<file path="src/rtl/vrf_port_arbiter.sv">
// ---------------------------------------------------------------------------
// vrf_port_arbiter
//
// Controller for the single-port vector register file macro. After reset it
// writes zero into every entry (INIT). It then shares the SRAM port between
// two requesters (RUN):
//   port 0 : vector execution pipeline
//   port 1 : vector load/store unit
// Arbitration is round-robin with a same-cycle grant. Read data comes back
// one cycle after the grant and is flagged to the port that issued the read.
//
// Ports
//   clk, reset                 single clock, synchronous active-high reset
//   req_x / gnt_x              access request / same-cycle acceptance
//   addr_x, we_x               entry address, 1 = write / 0 = read
//   write_mask_x, data_w_x     per-group write enables and write data
//   rvalid_x, data_r           read data valid per port, shared read data
//   init_done                  clear sweep finished
//   rf_en, rf_we, rf_addr,
//   rf_write_mask, rf_data_w   macro command (active-high enables)
//   rf_data_r                  macro read data, valid one cycle after a read
// ---------------------------------------------------------------------------
module vrf_port_arbiter #(
    parameter int NUM_ELEMS           = 8,
    parameter int ELEM_SIZE           = 16,
    parameter int ENABLES_PER_ELEMENT = 4,
    parameter int VRF_SIZE            = 32,
    localparam int MW = NUM_ELEMS * ENABLES_PER_ELEMENT,
    localparam int W  = NUM_ELEMS * ELEM_SIZE,
    localparam int AW = $clog2(VRF_SIZE)
) (
    input  logic          clk,
    input  logic          reset,
    input  logic          req_0,
    input  logic          req_1,
    output logic          gnt_0,
    output logic          gnt_1,
    input  logic [AW-1:0] addr_0,
    input  logic [AW-1:0] addr_1,
    input  logic          we_0,
    input  logic          we_1,
    input  logic [MW-1:0] write_mask_0,
    input  logic [MW-1:0] write_mask_1,
    input  logic [W-1:0]  data_w_0,
    input  logic [W-1:0]  data_w_1,
    output logic          rvalid_0,
    output logic          rvalid_1,
    output logic [W-1:0]  data_r,
    output logic          init_done,
    output logic          rf_en,
    output logic          rf_we,
    output logic [AW-1:0] rf_addr,
    output logic [MW-1:0] rf_write_mask,
    output logic [W-1:0]  rf_data_w,
    input  logic [W-1:0]  rf_data_r
);

    typedef enum logic [0:0] {
        ST_INIT = 1'b0,
        ST_RUN  = 1'b1
    } state_t;

    localparam logic [AW-1:0] ADDR_ONE  = AW'(1);
    localparam logic [AW-1:0] ADDR_LAST = AW'(VRF_SIZE - 1);

    state_t        state_r;
    logic [AW-1:0] init_addr_r;
    logic          last_gnt_r;     // index of the most recently granted port
    logic          rvalid_0_r;
    logic          rvalid_1_r;
    logic          init_done_r;
    logic          gnt_0_s;
    logic          gnt_1_s;

    // Round-robin grant; nothing is granted while reset is high so that a
    // request in the reset cycle never reaches the macro or yields rvalid.
    always_comb begin
        gnt_0_s = 1'b0;
        gnt_1_s = 1'b0;
        if ((state_r == ST_RUN) && !reset) begin
            if (req_0 && req_1) begin
                if (last_gnt_r == 1'b1) begin
                    gnt_0_s = 1'b1;
                end else begin
                    gnt_1_s = 1'b1;
                end
            end else if (req_0) begin
                gnt_0_s = 1'b1;
            end else if (req_1) begin
                gnt_1_s = 1'b1;
            end else begin
                gnt_0_s = 1'b0;
                gnt_1_s = 1'b0;
            end
        end else begin
            gnt_0_s = 1'b0;
            gnt_1_s = 1'b0;
        end
    end

    // Macro command mux: clear sweep in INIT, granted port in RUN.
    // With no grant the address/data fields follow port 0 (don't-care).
    always_comb begin
        rf_en         = 1'b0;
        rf_we         = 1'b0;
        rf_addr       = addr_0;
        rf_write_mask = write_mask_0;
        rf_data_w     = data_w_0;
        case (state_r)
            ST_INIT: begin
                rf_en         = 1'b1;
                rf_we         = 1'b1;
                rf_addr       = init_addr_r;
                rf_write_mask = {MW{1'b1}};
                rf_data_w     = {W{1'b0}};
            end
            ST_RUN: begin
                if (gnt_1_s) begin
                    rf_en         = 1'b1;
                    rf_we         = we_1;
                    rf_addr       = addr_1;
                    rf_write_mask = write_mask_1;
                    rf_data_w     = data_w_1;
                end else if (gnt_0_s) begin
                    rf_en         = 1'b1;
                    rf_we         = we_0;
                end else begin
                    rf_en         = 1'b0;
                    rf_we         = 1'b0;
                end
            end
            default: begin
                rf_en = 1'b0;
                rf_we = 1'b0;
            end
        endcase
    end

    // Controller FSM: clear sweep, round-robin history and read-valid tags.
    always_ff @(posedge clk) begin
        if (reset) begin
            state_r     <= ST_INIT;
            init_addr_r <= {AW{1'b0}};
            last_gnt_r  <= 1'b1;
            rvalid_0_r  <= 1'b0;
            rvalid_1_r  <= 1'b0;
            init_done_r <= 1'b0;
        end else begin
            case (state_r)
                ST_INIT: begin
                    rvalid_0_r <= 1'b0;
                    rvalid_1_r <= 1'b0;
                    if (init_addr_r == ADDR_LAST) begin
                        state_r     <= ST_RUN;
                        init_addr_r <= {AW{1'b0}};
                        init_done_r <= 1'b1;
                    end else begin
                        init_addr_r <= init_addr_r + ADDR_ONE;
                    end
                end
                ST_RUN: begin
                    if (gnt_0_s) begin
                        last_gnt_r <= 1'b0;
                    end else if (gnt_1_s) begin
                        last_gnt_r <= 1'b1;
                    end else begin
                        last_gnt_r <= last_gnt_r;
                    end
                    rvalid_0_r <= gnt_0_s & ~we_0;
                    rvalid_1_r <= gnt_1_s & ~we_1;
                end
                default: begin
                    state_r     <= ST_INIT;
                    init_addr_r <= {AW{1'b0}};
                    rvalid_0_r  <= 1'b0;
                    rvalid_1_r  <= 1'b0;
                    init_done_r <= 1'b0;
                end
            endcase
        end
    end

    assign gnt_0     = gnt_0_s;
    assign gnt_1     = gnt_1_s;
    assign rvalid_0  = rvalid_0_r;
    assign rvalid_1  = rvalid_1_r;
    assign init_done = init_done_r;
    assign data_r    = rf_data_r;

endmodule

</file>
<file path="config.mk">
export PLATFORM = sky130hd
export DESIGN_NAME = vrf_port_arbiter
export DESIGN_NICKNAME = d
export VERILOG_FILES = /design/src/rtl/vrf_port_arbiter.sv
export SDC_FILE = /design/constraint.sdc
export NUM_CORES = 1
export LEC_CHECK = 0
export BUFFER_PORTS_ARGS = -buffer_cell sky130_fd_sc_hd__clkbuf_2
export CAP_MARGIN = 10
export CORE_AREA = 2 2 300 302
export DETAILED_ROUTE_END_ITERATION = 10
export DIE_AREA = 0 0 302 304
export GPL_TIMING_DRIVEN = 0
export MAX_ROUTING_LAYER = met4
export PLACE_DENSITY = 0.34
export SLEW_MARGIN = 20
export SYNTH_ARGS = -nofsm -noshare
export SYNTH_HDL_FRONTEND = slang
export SYNTH_SLANG_ARGS = --single-unit
</file>
<file path="constraint.sdc">
create_clock -name clk -period 1.6 [get_ports clk]
set_input_delay 0.08 -clock clk [delete_from_list [all_inputs] [get_ports clk]]
set_output_delay 0.08 -clock clk [all_outputs]
set_load 0.005 [all_outputs]
</file>
### Yosys cells after proc, flatten, opt, wreduce, memory -nomap -nowiden

Cells that the tools add are included.

| word-level totals | value |
|---|---|
| flip-flop bits (word level) | 10 |
| output and inout port bits | 300 |

| cells by class | value |
|---|---|
| add/subtract/negate cells | 1 |
| eq/ne operators | 1 |
| mux-type cells | 28 |
| bitwise gates (word level) | 5 |
| reductions and logical operators | 6 |

Operators with widths:

| operator | number |
|---|---|
| 128-bit case mux with 2 select lines | 1 |
| 128-bit 2-to-1 mux | 1 |
| 32-bit case mux with 2 select lines | 1 |
| 32-bit 2-to-1 mux | 1 |
| 1-bit 2-to-1 mux | 17 |
| 5-bit 2-to-1 mux | 2 |
| 5-bit case mux with 2 select lines | 1 |
| 1-bit case mux with 2 select lines | 4 |
| 5-bit by 1-bit adder with 5-bit output, second input constant | 1 |
| 5-bit equality test, second input constant | 1 |
| 2-bit AND reduction | 2 |
| 1-bit NOT | 3 |
| 1-bit AND | 2 |
| 1-bit logical AND | 2 |
| 2-bit nonzero test | 1 |
| 1-bit logical NOT | 1 |

### Logic depth before layout (Yosys ltp)

Gate-level depths: netlist of the first run.

| logic depth | value |
|---|---|
| word-level depth | 6 |
| depth in mapped cells | 6 |
| mapped depth without buffers | 6 |

### Least setup slack after synthesis of the first run

OpenSTA, ideal clock, no wires.

| timing | value |
|---|---|
| path kind | reg-to-reg |
| start | register init_addr_r[0] |
| end | register init_addr_r[3] |
| library setup time | 0.070 ns |
| arrival | 1.285 ns |
| required time | 1.530 ns |
| slack | 0.245 ns |
| stages on the path, launching flop included | 7 |
| path buffers | 0 |
| path through | dfxtp_1 > ha_1 > and3_1 > ha_1 > nor3_1 > nand4_1 > a21oi_1 |

| on the way | value |
|---|---|
| longest elaborated chain between the ends | 2 |

RTL lines:

| item | RTL line | text |
|---|---|---|
| start: declaration | 67 | `logic [AW-1:0] init_addr_r;` |
| start signal: assignment | 143 | `init_addr_r <= {AW{1'b0}};` |
| start signal: assignment | 155 | `init_addr_r <= {AW{1'b0}};` |
| start signal: assignment | 158 | `init_addr_r <= init_addr_r + ADDR_ONE;` |
| 5-bit by 1-bit adder with 5-bit output or 5-bit equality test (tied branches) | 158, 153 |  |
| 5-bit 2-to-1 mux (*) | 153 | `if (init_addr_r == ADDR_LAST) begin` |

Every way passes the cells marked *; elsewhere a longest branch is shown, timed or not.
A chain may end at the register's enable or synchronous reset.

### Final worst setup path of the first run

| timing | value |
|---|---|
| start | register last_gnt_r |
| end | output rf_data_w[124] |

| on the way | value |
|---|---|
| longest elaborated chain between the ends | 5 |

RTL lines:

| item | RTL line | text |
|---|---|---|
| start: declaration | 68 | `logic last_gnt_r;` |
| start signal: assignment | 167 | `last_gnt_r <= last_gnt_r;` |
| 1-bit 2-to-1 mux | 82 | `if (last_gnt_r == 1'b1) begin` |
| 1-bit 2-to-1 mux | 81 | `if (req_0 && req_1) begin` |
| 1-bit 2-to-1 mux | 80 | `if ((state_r == ST_RUN) && !reset) begin` |
| 128-bit 2-to-1 mux | 118 | `if (gnt_1_s) begin` |
| 128-bit case mux with 2 select lines | 109 | `case (state_r)` |
| end: declaration | 54 | `output logic [W-1:0] rf_data_w,` |

No other way between the ends.

==> impl_results.md, run 1 <==
* Worst EP required at around 1500 ps
* Seq/Total Area, Yosys at under 10%
* Critical path, cell by cell: buf_12 -> nand2_8 -> buf_12 -> buf_16 -> buf_8 -> nand3_1 -> a21oi_2 -> clkbuf_2
* Setup Skew at ~12 ps
* Clk_lat worst skew at ~260 ps
* Final worst setup slack at -299.9 ps
* CTS tree: built
* Post-synth cell types at 31
* Critical-path maximum fanout at 7
* Avg WL per Cell at 20.10 µm
* IO Pins at 764
* Worst flop-to-flop path startpoint: state_r
* Max-cap viol count at 0
* Syn Nets at between 1,000 and 1,500
* Crit end category: output port
* Final min period at around 1900 ps
* Crit Path Class: reg2out
* Root buffer cell: clkbuf_16
* H-tree Lvls at 1
* Num CTS Buffers at 3
* Final setup vio count at 166
* GRT overflow at 0
* Post-Syn Instances at 739
* Rows at 110
* Post-synthesis register bit count at 10
* Post-route ant nets at 0
* Pwr dens at approximately 260 nW/µm²
* Final Core Density at 13.46%
* HPWL Detailed at about 42,000 µm
* Share of the synthesized area in the top cell type at 23.61%
* Hold Fails Final Rpt at 0
* Final Cycle Share at 118.7%
* Worst Tran Pin Value at around 650 ps
* Vias in the first global route at between 8,000 and 9,000
* CP arrival at around 1800 ps
* Cell Area, Placed at 9071 µm²
* Share of power burned in the clock network at approximately 18%
* Synth top area cells: buf_4 24%, a21oi_1 15%, nand3_1 15%
* PortBufs at roughly 640
* Full die area at just over 90,000 µm²
* Synth area leader: buf_4
* FF-to-FF path depth at 7
* Combinational share of power at 73.9%
* Part of the power in registers at roughly 8.4%
* Count leader, synth: buf_4
* Psw at roughly 1300 µW
* Leading register cell type out of synthesis: dfxtp_1
* Hold EP: last_gnt_r
* Leakage power at between 0.005 and 0.006 µW
* Drt drc at 0
* # fillers at roughly 10,000
* Initial antenna violation count at 18
* Status: finished, violations left
* Failing checks: setup timing
* P_int at 1859 µW
* Vias at approximately 8,400
* Final max-slew violation count at 0
* Final WL at about 53,000 µm
* First-pass GRT wire length at about 65,000 µm
* Initial drt markers at about 510
* Synth-to-Final Area Change at 171.2%
* Total Routing Usage GR at 10.65%
* Post-synthesis area per instance at approximately 6 µm²
* Max Clk Rate at ~0.53 GHz
* Worst reg2reg setup slack at 100 ps
* Initial Util at roughly 5%
* Max IR drop VDD at roughly 0.00029 V
* Worst slew margin at between 50% and 60%
* RSZ-0062 raised after global routing: true
* Share of layout cells above drive strength 1 at between 70% and 80%
* Worst path most repeated cell: buf_12
* Final instance area at 11,990 µm²
* Pin count of the biggest net entering global routing at 11
* Critical R2R Capture: init_done
* Drt first pass iters at 4
* Worst Hold Depth at 3
* Post-synth ARST share at 0%
* DIE HEIGHT at between 300 and 400 µm
* Switch share at between 40% and 50%
* Nets at ~1,900
* Maximum clock path buffer count at 2
* Yosys warnings at 0
* CTS Sinks at 10
* Hold Crit Class: in2reg
* Register clock-pin slew on the reported worst setup and hold paths at 60 ps
* Max incr delay on CP at 350 ps
* Post-synth EDFFs at 0
* Post-Syn Area at approximately 4400 µm²
* Core box area at roughly 90,000 µm²
* Critical Path Source Type: register
* Min-Delay Startpoint: req_1
* GPL Wtd Cong at slightly above 0.8
* Vias/cell at around 3.2
* Worst path slowest cell: dfxtp_4
* Synth cell count leaders: 139 x buf_4, 134 x a21oi_1, 133 x nand3_1
* Die X at between 300 and 400 µm
[registers in the layout, summed over array words and instances (netlist names)]
name         cells
rvalid_1         1
last_gnt_r       1
state_r          1
init_addr_r      5
rvalid_0         1
init_done        1
[worst max-delay path, delay by kind of cell, from the launching register on]
| family | cells | cell delay, ps |
|---|---|---|
| compound gates | 1 | 260 |
| buf+inv | 5 | 760 |
| flops | 1 | 350 |
| simple gates | 2 | 150 |
[cells by family after synthesis]
family                   Yosys count  share of synthesized area [%]
flip-flops                        10                          4.529
buffers and inverters            221                          32.35
AO/OA/AOI/OAI                    342                          43.59
multiplexers                       2                         0.4529
adder cells (fa/ha/maj)            2                         0.5660
AND/OR/NAND/NOR                  162                          18.51
[worst max path at each step]
stage              startpoint                end  slack (ps)  cells after the start
2_1_floorplan  init_addr_r[0]     init_addr_r[3]         240                      6
3_3_place_gp          state_r              gnt_1       -1240                      5
3_5_place_dp       last_gnt_r     rf_data_w[124]        -780                      7
4_1_cts            last_gnt_r      rf_data_w[96]        -350                      7
5_1_grt            last_gnt_r  rf_write_mask[17]        -380                      8
6_report           last_gnt_r     rf_data_w[124]        -300                      8
[metal layers]
metal  part of all wire [%]  GRT usage [%]
met2                     47          17.43
met5                      0              -
met1                     44          13.51
met4                    2.6          1.727
met3                    7.1          2.413
[stage by stage]
step	hold slack, ps	setup TNS (ps)	cells	setup WS [ps]	total power (µW)
floorplan	157.3	0	739	244.6	950.7
global placement	265.1	-133090	2550	-1243	1868
detailed placement	268.0	-89100	2550	-783.4	1869
CTS	3.727	-40500	2586	-348.5	2872
global route	286.4	-43980	2623	-376.6	3382
finish	252.6	-29450	2624	-299.9	3155
[repair_timing]
action	CTS	global route
setup endpoints to repair	178	172
endpoints found under the hold margin	1	1
pin swaps	103	110
gates resized for setup	304	354
cloned	12	15
hold buffers	1	1
setup buffers	21	15
[power groups by stage]
| stage | clock network, µW | registers [µW] | logic, µW |
|---|---|---|---|
| final | 558 | 264 | 2330 |
| after global routing | 605 | 266 | 2510 |
| after CTS | 592 | 263 | 2020 |
| after detailed placement | 0 | 271 | 1600 |
| after global placement | 0 | 271 | 1600 |
| after floorplan | 0 | 268 | 683 |
[cell type report]
| type | count | area, µm² | area share [%] |
|---|---|---|---|
| Timing Repair Buffer | 697 | 4387 | 36.59 |
| Multi-Input combinational cell | 508 | 3884 | 32.39 |
| Sequential cell | 10 | 210.2 | 1.753 |
| Clock buffer | 4 | 88.84 | 0.7409 |
| Tap cell | 1176 | 1471 | 12.27 |
| Antenna cell | 12 | 30.03 | 0.2504 |
| Inverter | 3 | 13.76 | 0.1148 |
| Buffer | 214 | 1906 | 15.89 |
[placed cells by master (no fill, tap or decap), types with 2 or more instances in the layout]
cell	instances
nor2_1	12
clkbuf_2	558
buf_6	18
buf_4	138
buf_12	26
clkbuf_16	24
a211o_1	32
buf_16	11
clkbuf_1	4
o21ai_0	20
nand3_2	16
nor3_1	3
nand3_1	107
and3_1	2
a21oi_1	65
buf_8	19
a31oi_1	5
o21ai_1	17
a21oi_2	68
buf_2	108
a21boi_0	26
clkbuf_8	2
nand3_4	10
dfxtp_2	2
clkbuf_4	5
dlygate4sd3_1	2
a21boi_1	6
o21ai_4	27
mux2i_1	2
dfxtp_1	6
diode_2	12
o21ai_2	72
dfxtp_4	2
inv_1	2
(Power assumes the default switching activity.)
==> run 2: changes to the inputs <==
ABC_AREA = 1   (was unset)
CORE_AREA = 2 2 297 299   (was 2 2 300 302)
DIE_AREA = 0 0 299 301   (was 0 0 302 304)
==> run 2 against run 1 <==
Net effect:
- the flow still finishes with violations (setup timing)
- largest cell class unchanged
- global-route usage fell by 1.8 points
- highest routed layer unchanged
- critical path depth up 1
- sequential share of layout area rose by 0.13 points
- hold slack got worse by 210 ps
- synthesized cell count rose by 2.3%
- critical path type unchanged
- sequential power about the same
- worst setup slack lost 41 ps
==> impl_results.md, run 2 <==
* Status: finished, violations left
* Failing checks: setup timing
* Critical Path Source Type: register
* CTS Sinks at 10 (unchanged)
* Final max-slew violation count at 0 (unchanged)
* DIE HEIGHT at 301 µm (-0.99%)
* Vias in the first global route at 7,488 (-7.5%)
* Worst EP required at 1520 ps (about the same)
* Vias at 7,454 (-11%)
* Top reg by flops: init_addr_r
* PortBufs at 635 (unchanged)
* Worst slew margin at 56.26% (-0.68 points)
* Post-synth ARST share at 0% (unchanged)
* Max IR drop VDD at 0.0002425 V (-18%)
* Share of the synthesized area in the top cell type at 26.68% (+3.1 points)
* Yosys warnings at 0 (unchanged)
* Initial antenna violation count at 9 (-9)
* RSZ-0062 raised after global routing: true
* Synth-to-Final Area Change at 186.7%
* Post-Syn Area at 3799 µm² (-14%)
* Full die area at 90,000 µm² (-2.0%)
* Share of layout cells above drive strength 1 at 73.08% (-4.7 points)
* Final Cycle Share at 121.3% (+2.6 points)
* H-tree Lvls at 1 (unchanged)
* Worst path most repeated cell: nor2_4
* Pwr dens at 182.3 nW/µm² (-31%)
* First-pass GRT wire length at 54,650 µm (-16%)
* Placed insts at 2,546 (-0.16%)
* Max incr delay on CP at 350 ps (about the same)
* Post-synthesis register bit count at 10 (unchanged)
* Root buffer cell: clkbuf_16
* Seq/Total Area, Yosys at 5.270% (+0.74 points)
* Crit end category: output port
* Worst Tran Pin Value at 656.2 ps (+10.15 ps)
* Max reg flops at 5 (unchanged)
* Leakage power at 0.005377 µW (-0.87%)
* Die X at 299 µm (-0.99%)
* Hold Crit Class: in2reg
* Post-synth cell types at 18 (-42%)
* Leading register cell type out of synthesis: dfxtp_1
* Total Routing Usage GR at 8.894% (-1.8 points)
* Post-synthesis area per instance at 5.025 µm² (-16%)
* Worst path slowest cell: dfxtp_4
* Avg WL per Cell at 16.16 µm (-20%)
* Syn Nets at 1,222 (+1.4%)
* Max Clk Rate at 0.5152 GHz (-2.1%)
* Maximum clock path buffer count at 2 (unchanged)
* Count leader, synth: nor2_1
* Post-synth EDFFs at 0 (unchanged)
* Pin count of the biggest net entering global routing at 11 (unchanged)
* Max-cap viol count at 0 (unchanged)
* GRT overflow at 0 (unchanged)
* Critical-path maximum fanout at 10 (+3)
* Register clock-pin slew on the reported worst setup and hold paths at 50 ps (about the same)
* Synth cell count leaders: 269 x nor2_1, 135 x buf_4, 130 x o21ai_0
* Final setup vio count at 168 (+1.2%)
* IO Pins at 764 (unchanged)
* Post-Syn Instances at 756 (+2.3%)
* Core box area at 86,480 µm² (-2.9%)
* Finished Layout Cells at 2,607 (-0.65%)
* HPWL Detailed at 35,090 µm (-17%)
* Synth top area cells: buf_4 27%, nor2_1 27%, o21ai_0 17%
* Drt first pass iters at 4 (unchanged)
* Num CTS Buffers at 3 (unchanged)
* Crit Path Class: reg2out
* GPL Wtd Cong at 0.8437 (+3.6%)
* Clk_lat worst skew at 250 ps (about the same)
* Initial drt markers at 278 (-45%)
* Leading cell types in the layout, fill and taps excluded: 577 x clkbuf_2, 168 x nor2_1, 149 x buf_4
* Most common cell after layout, fill and taps aside: clkbuf_2
* Initial Util at 4.392% (-0.57 points)
* Vias/cell at 2.859 (-10%)
* Final min period at 1941 ps (+41.24 ps)
* Critical path, cell by cell: inv_4 -> nor2_4 -> nand3_4 -> buf_12 -> buf_16 -> clkbuf_16 -> o21ai_4 -> nor2_4 -> clkbuf_2
* Synth area leader: buf_4
* CTS tree: built
* Nets at 1,912 (+0.47%)
* Rows at 108 (-1.8%)
* Setup Skew at 0.8644 ps (-10.72 ps)
* Smallest hold slack at 47.41 ps (-205.2 ps)
* CP arrival at 1860 ps (+40 ps)
* Post-route ant nets at 0 (unchanged)
* Drt drc at 0 (unchanged)
* Final worst setup slack at -341.1 ps (-41.24 ps)
* Final WL at 42,140 µm (-20%)
* Hold Fails Final Rpt at 0 (unchanged)
==> run 2: metrics by stage <==
stage                     setup TNS (ps)  power (µW)  cell area, µm²  setup WS, ps  util (%)
after floorplan                        0       652.8            3799         285.4         -
after global placement           -131780        1320            8422         -1380     9.738
after detailed placement         -120860        1320            8423         -1387     9.740
after CTS                         -50540        1982           10520        -396.0     12.17
after global routing              -54510        2127           10890        -423.6     12.59
final                             -35820        1986           10890        -341.1     12.59
==> run 2: what timing repair did <==
action | 4_1_cts | 5_1_grt
cloned | 17 | 1
hold buffers | 1 | 0
endpoints found under the setup margin | 176 | 170
buffers inserted | 30 | 7
hold endpoints to repair | 1 | 0
resized for setup | 408 | 180
pin swaps | 68 | 33
==> run 2: worst max-delay path: cells and delay by family (launching register included) <==
kind,cells,cell delay [ps]
buffers and inverters,5,690
AOI/OAI and AO/OA,1,250
and+or+nand+nor,3,290
DFF,1,350
==> run 2: power breakdown <==
part	switching (µW)	leakage [µW]	internal, µW
Sequential	7.70	0.0000815	254
Combinational	474	0.00525	711
Clock	159	0.0000442	380
==> run 2: path summary, 6_finish.rpt <==
| check | from | end | slack (ps) | cells after the start |
|---|---|---|---|---|
| max reg2reg | last_gnt_r | last_gnt_r | 30 | 9 |
| min | we_1 | rvalid_1 | 50 | 2 |
| min reg2reg | init_done | init_done | 460 | 2 |
| max | state_r | rf_data_w[83] | -340 | 9 |
==> run 2: layout make-up <==
class	count	area, µm²
flip-flops and latches	10	205.2
clock buffers	4	88.84
well taps	1155	1445
repair buffers	688	4197
diodes	7	17.52
fillers	10200	75590
inverters	22	111.4
multi-input cells	542	3203
plain buffers	179	1623
==> run 2: cell families (layout without fill, tap and decap cells) <==
| kind of cell | Yosys count | count (layout) | share of synthesized area, % |
|---|---|---|---|
| compound gates | 134 | 134 | 17.69 |
| fa+ha+maj | 2 | 2 | 0.6587 |
| buf+inv | 204 | 893 | 34.09 |
| flops | 10 | 10 | 5.270 |
| other cells | 0 | 7 | 0 |
| simple gates | 406 | 406 | 42.29 |
==> run 2: layer usage <==
metal  vias up  global-route usage (%)  wire [µm]
li1       3664                       -          -
met5         -                       -          0
met1      3295                   10.07      16610
met2       465                   14.57      19980
met4         0                   2.333       1058
met3        30                   3.485       4486
==> run 3: changes to the inputs <==
--- a/config.mk
+++ b/config.mk
@@ -8,3 +8,3 @@
 export ABC_AREA = 1
-export BUFFER_PORTS_ARGS = -buffer_cell sky130_fd_sc_hd__clkbuf_2
+export BUFFER_PORTS_ARGS = -buffer_cell sky130_fd_sc_hd__buf_2
 export CAP_MARGIN = 10
==> constraint.sdc (replaced) <==
create_clock -name clk -period 1.6 [get_ports clk]
set_input_delay 0.24 -clock clk [delete_from_list [all_inputs] [get_ports clk]]
set_output_delay 0.24 -clock clk [all_outputs]
set_load 0.005 [all_outputs]
==> run 3 against run 2 <==
Net effect:
- the run still ends with setup timing left
- wire length is 0.78% lower
- highest routed layer unchanged
- first-iteration DRC count increased by 39%
- total power fell by 1.4%
- sequential power hardly changed
- critical path depth stayed put
- hold slack better by 110 ps
- via count decreased by 0.44%
- critical path type unchanged
- die area is the same
- cell count is 0.61% lower
- sequential share of layout area up 0.12 points
==> impl_results.md, run 3 (synthesis gave the netlist of run 2 again) <==
* Initial Util at 4.392% (unchanged)
* Max reg flops at 5 (unchanged)
* GR peak layer: met2
* Root buffer cell: clkbuf_16
* Psw at 625.0 µW (-2.5%)
* GRT overflow at 0 (unchanged)
* Worst EP required at 1360 ps (-160 ps)
* DIE HEIGHT at 301 µm (unchanged)
* Failing checks: setup timing
* CP arrival at 1850 ps (about the same)
* Max IR drop VDD at 0.0002470 V (+1.9%)
* Part of the power in registers at 13.4% (+0.2 points)
* Leakage power at 0.005088 µW (-5.4%)
* Crit Path Class: reg2out
* Clk_lat worst skew at 250 ps (about the same)
* Post-route ant nets at 0 (unchanged)
* Num CTS Buffers at 3 (unchanged)
* Finished Layout Cells at 2,591 (-0.61%)
* # hold bufs at CTS at 0 (-1)
* M1 GR Usage at 9.707% (-0.37 points)
* Maximum clock path buffer count at 2 (unchanged)
* CP top delay family: buffers and inverters
* P_int at 1332 µW (-0.94%)
* CTS Sinks at 10 (unchanged)
* Final setup vio count at 169 (+0.60%)
* Hold Fails Final Rpt at 0 (unchanged)
* PortBufs at 635 (unchanged)
* Synth-to-Final Area Change at 170.1%
* Final Core Density at 11.86% (-0.73 points)
* Bufs and invs on worst path at 5 (unchanged)
* Setup Skew at 1.901 ps (+1.036 ps)
* Hold Crit Class: in2reg
* Critical path, cell by cell: inv_4 -> nor2_4 -> nand3_4 -> buf_12 -> buf_12 -> clkbuf_16 -> o21ai_4 -> nor2_4 -> buf_2
* Drt first pass iters at 5 (+1)
* Met2 Use GR at 14.43% (-0.14 points)
* RSZ-0062 raised after global routing: true
* Pin count of the biggest net entering global routing at 11 (unchanged)
* Final max-slew violation count at 0 (unchanged)
* Share of layout cells above drive strength 1 at 69.79% (-3.3 points)
* Combinational share of power at 58.6% (-1.0 points)
* Initial antenna violation count at 5 (-4)
* Rows at 108 (unchanged)
* Final Cycle Share at 130.7% (+9.3 points)
* Nets at 1,897 (-0.78%)
* Final instance area at 10,260 µm² (-5.8%)
* GPL Wtd Cong at 0.8398 (-0.46%)
* Switch share at 31.93% (-0.34 points)
* Overall power at 1957 µW (-1.4%)
* Max-cap viol count at 0 (unchanged)
* Total Routing Usage GR at 8.744% (-0.15 points)
* Cell Area, Placed at 8423 µm² (unchanged)
* M3 GR Usage at 3.860% (+0.38 points)
* Vias in the first global route at 7,364 (-1.7%)
* Placed insts at 2,546 (unchanged)
* Core box area at 86,480 µm² (unchanged)
* Worst Tran Pin Value at 467.8 ps (-188.3 ps)
* IO Pins at 764 (unchanged)
* CTS tree: built
* Vias at 7,421 (-0.44%)
* Crit end category: output port
* Pwr dens at 190.8 nW/µm² (+4.6%)
* Critical Path Source Type: register
* First-pass GRT wire length at 53,810 µm (-1.6%)
* Max Clk Rate at 0.4783 GHz (-7.1%)
* Final min period at 2091 ps (+149.4 ps)
* HPWL Detailed at 35,290 µm (+0.56%)
* Avg WL per Cell at 16.14 µm (-0.17%)
* Worst path slowest cell: dfxtp_4
* Top reg by flops: init_addr_r
* Share of power burned in the clock network at 28.0% (+0.8 points)
* Critical-path maximum fanout at 6 (-4)
* Die X at 299 µm (unchanged)
* Register clock-pin slew on the reported worst setup and hold paths at 50 ps (about the same)
* Leading cell types in the layout, fill and taps excluded: 620 x buf_2, 196 x nor2_1, 148 x buf_4
* Drt drc at 0 (unchanged)
* Vias/cell at 2.864 (+0.17%)
* Full die area at 90,000 µm² (unchanged)
* Max incr delay on CP at 360 ps (about the same)
* Final WL at 41,810 µm (-0.78%)
* Initial drt markers at 386 (+39%)
* Worst slew margin at 68.81% (+13 points)
* H-tree Lvls at 1 (unchanged)
* Most common cell after layout, fill and taps aside: buf_2
* Setup tns final at -56,770 ps (-20,940 ps)
* Status: finished, violations left
* Final worst setup slack at -490.5 ps (-149.4 ps)
==> run 3: power groups by stage <==
| stage | clock network (µW) | registers, µW | logic (µW) |
|---|---|---|---|
| finish | 548 | 262 | 1150 |
| CTS | 572 | 263 | 1110 |
| global placement | 0 | 269 | 1040 |
| floorplan | 0 | 267 | 386 |
| detailed placement | 0 | 269 | 1040 |
| global route | 584 | 263 | 1250 |
==> run 3: what timing repair did <==
action,in CTS,in global routing
pin swaps,50,42
endpoints found under the hold margin,0,0
setup buffers,20,7
endpoints found under the setup margin,176,170
cloned,12,2
gates resized for setup,327,146
==> run 3: layout make-up <==
type | count | area (µm²)
fillers | 10280 | 76220
repair buffers | 671 | 3772
multi-input cells | 542 | 2939
plain buffers | 180 | 1662
well taps | 1155 | 1445
flip-flops and latches | 10 | 205.2
inverters | 22 | 111.4
clock buffers | 4 | 88.84
repair inverters | 1 | 20.02
diodes | 6 | 15.01
==> run 3: routing by layer <==
metal | wire [µm] | vias up
li1 | - | 3630
met1 | 15840 | 3288
met2 | 19600 | 469
met3 | 5317 | 34
met4 | 1046 | 0
met5 | 0 | -
==> run 3: worst paths after layout <==
| path | start | to | slack [ps] | depth (start not counted) |
|---|---|---|---|---|
| max | state_r | rf_data_w[83] | -490 | 9 |
| min | we_0 | rvalid_0 | 160 | 2 |
| max reg2reg | last_gnt_r | last_gnt_r | 60 | 9 |
| min reg2reg | init_done | init_done | 470 | 2 |
==> run 3: worst register-to-register path, delay by kind of cell, from the launching register on <==
kind | cells | cell delay (ps)
buffers and inverters | 5 | 760
DFF | 1 | 350
and+or+nand+nor | 3 | 220
AOI/OAI and AO/OA | 1 | 100
==> run 3: through the flow <==
stage / hold WS (ps) / setup slack, ps
after floorplan: 309.1 / 125.4
after global placement: 420.1 / -1523
after detailed placement: 420.2 / -1523
after CTS: 148.8 / -520.6
after global routing: 160.2 / -511.7
final: 157.9 / -490.5
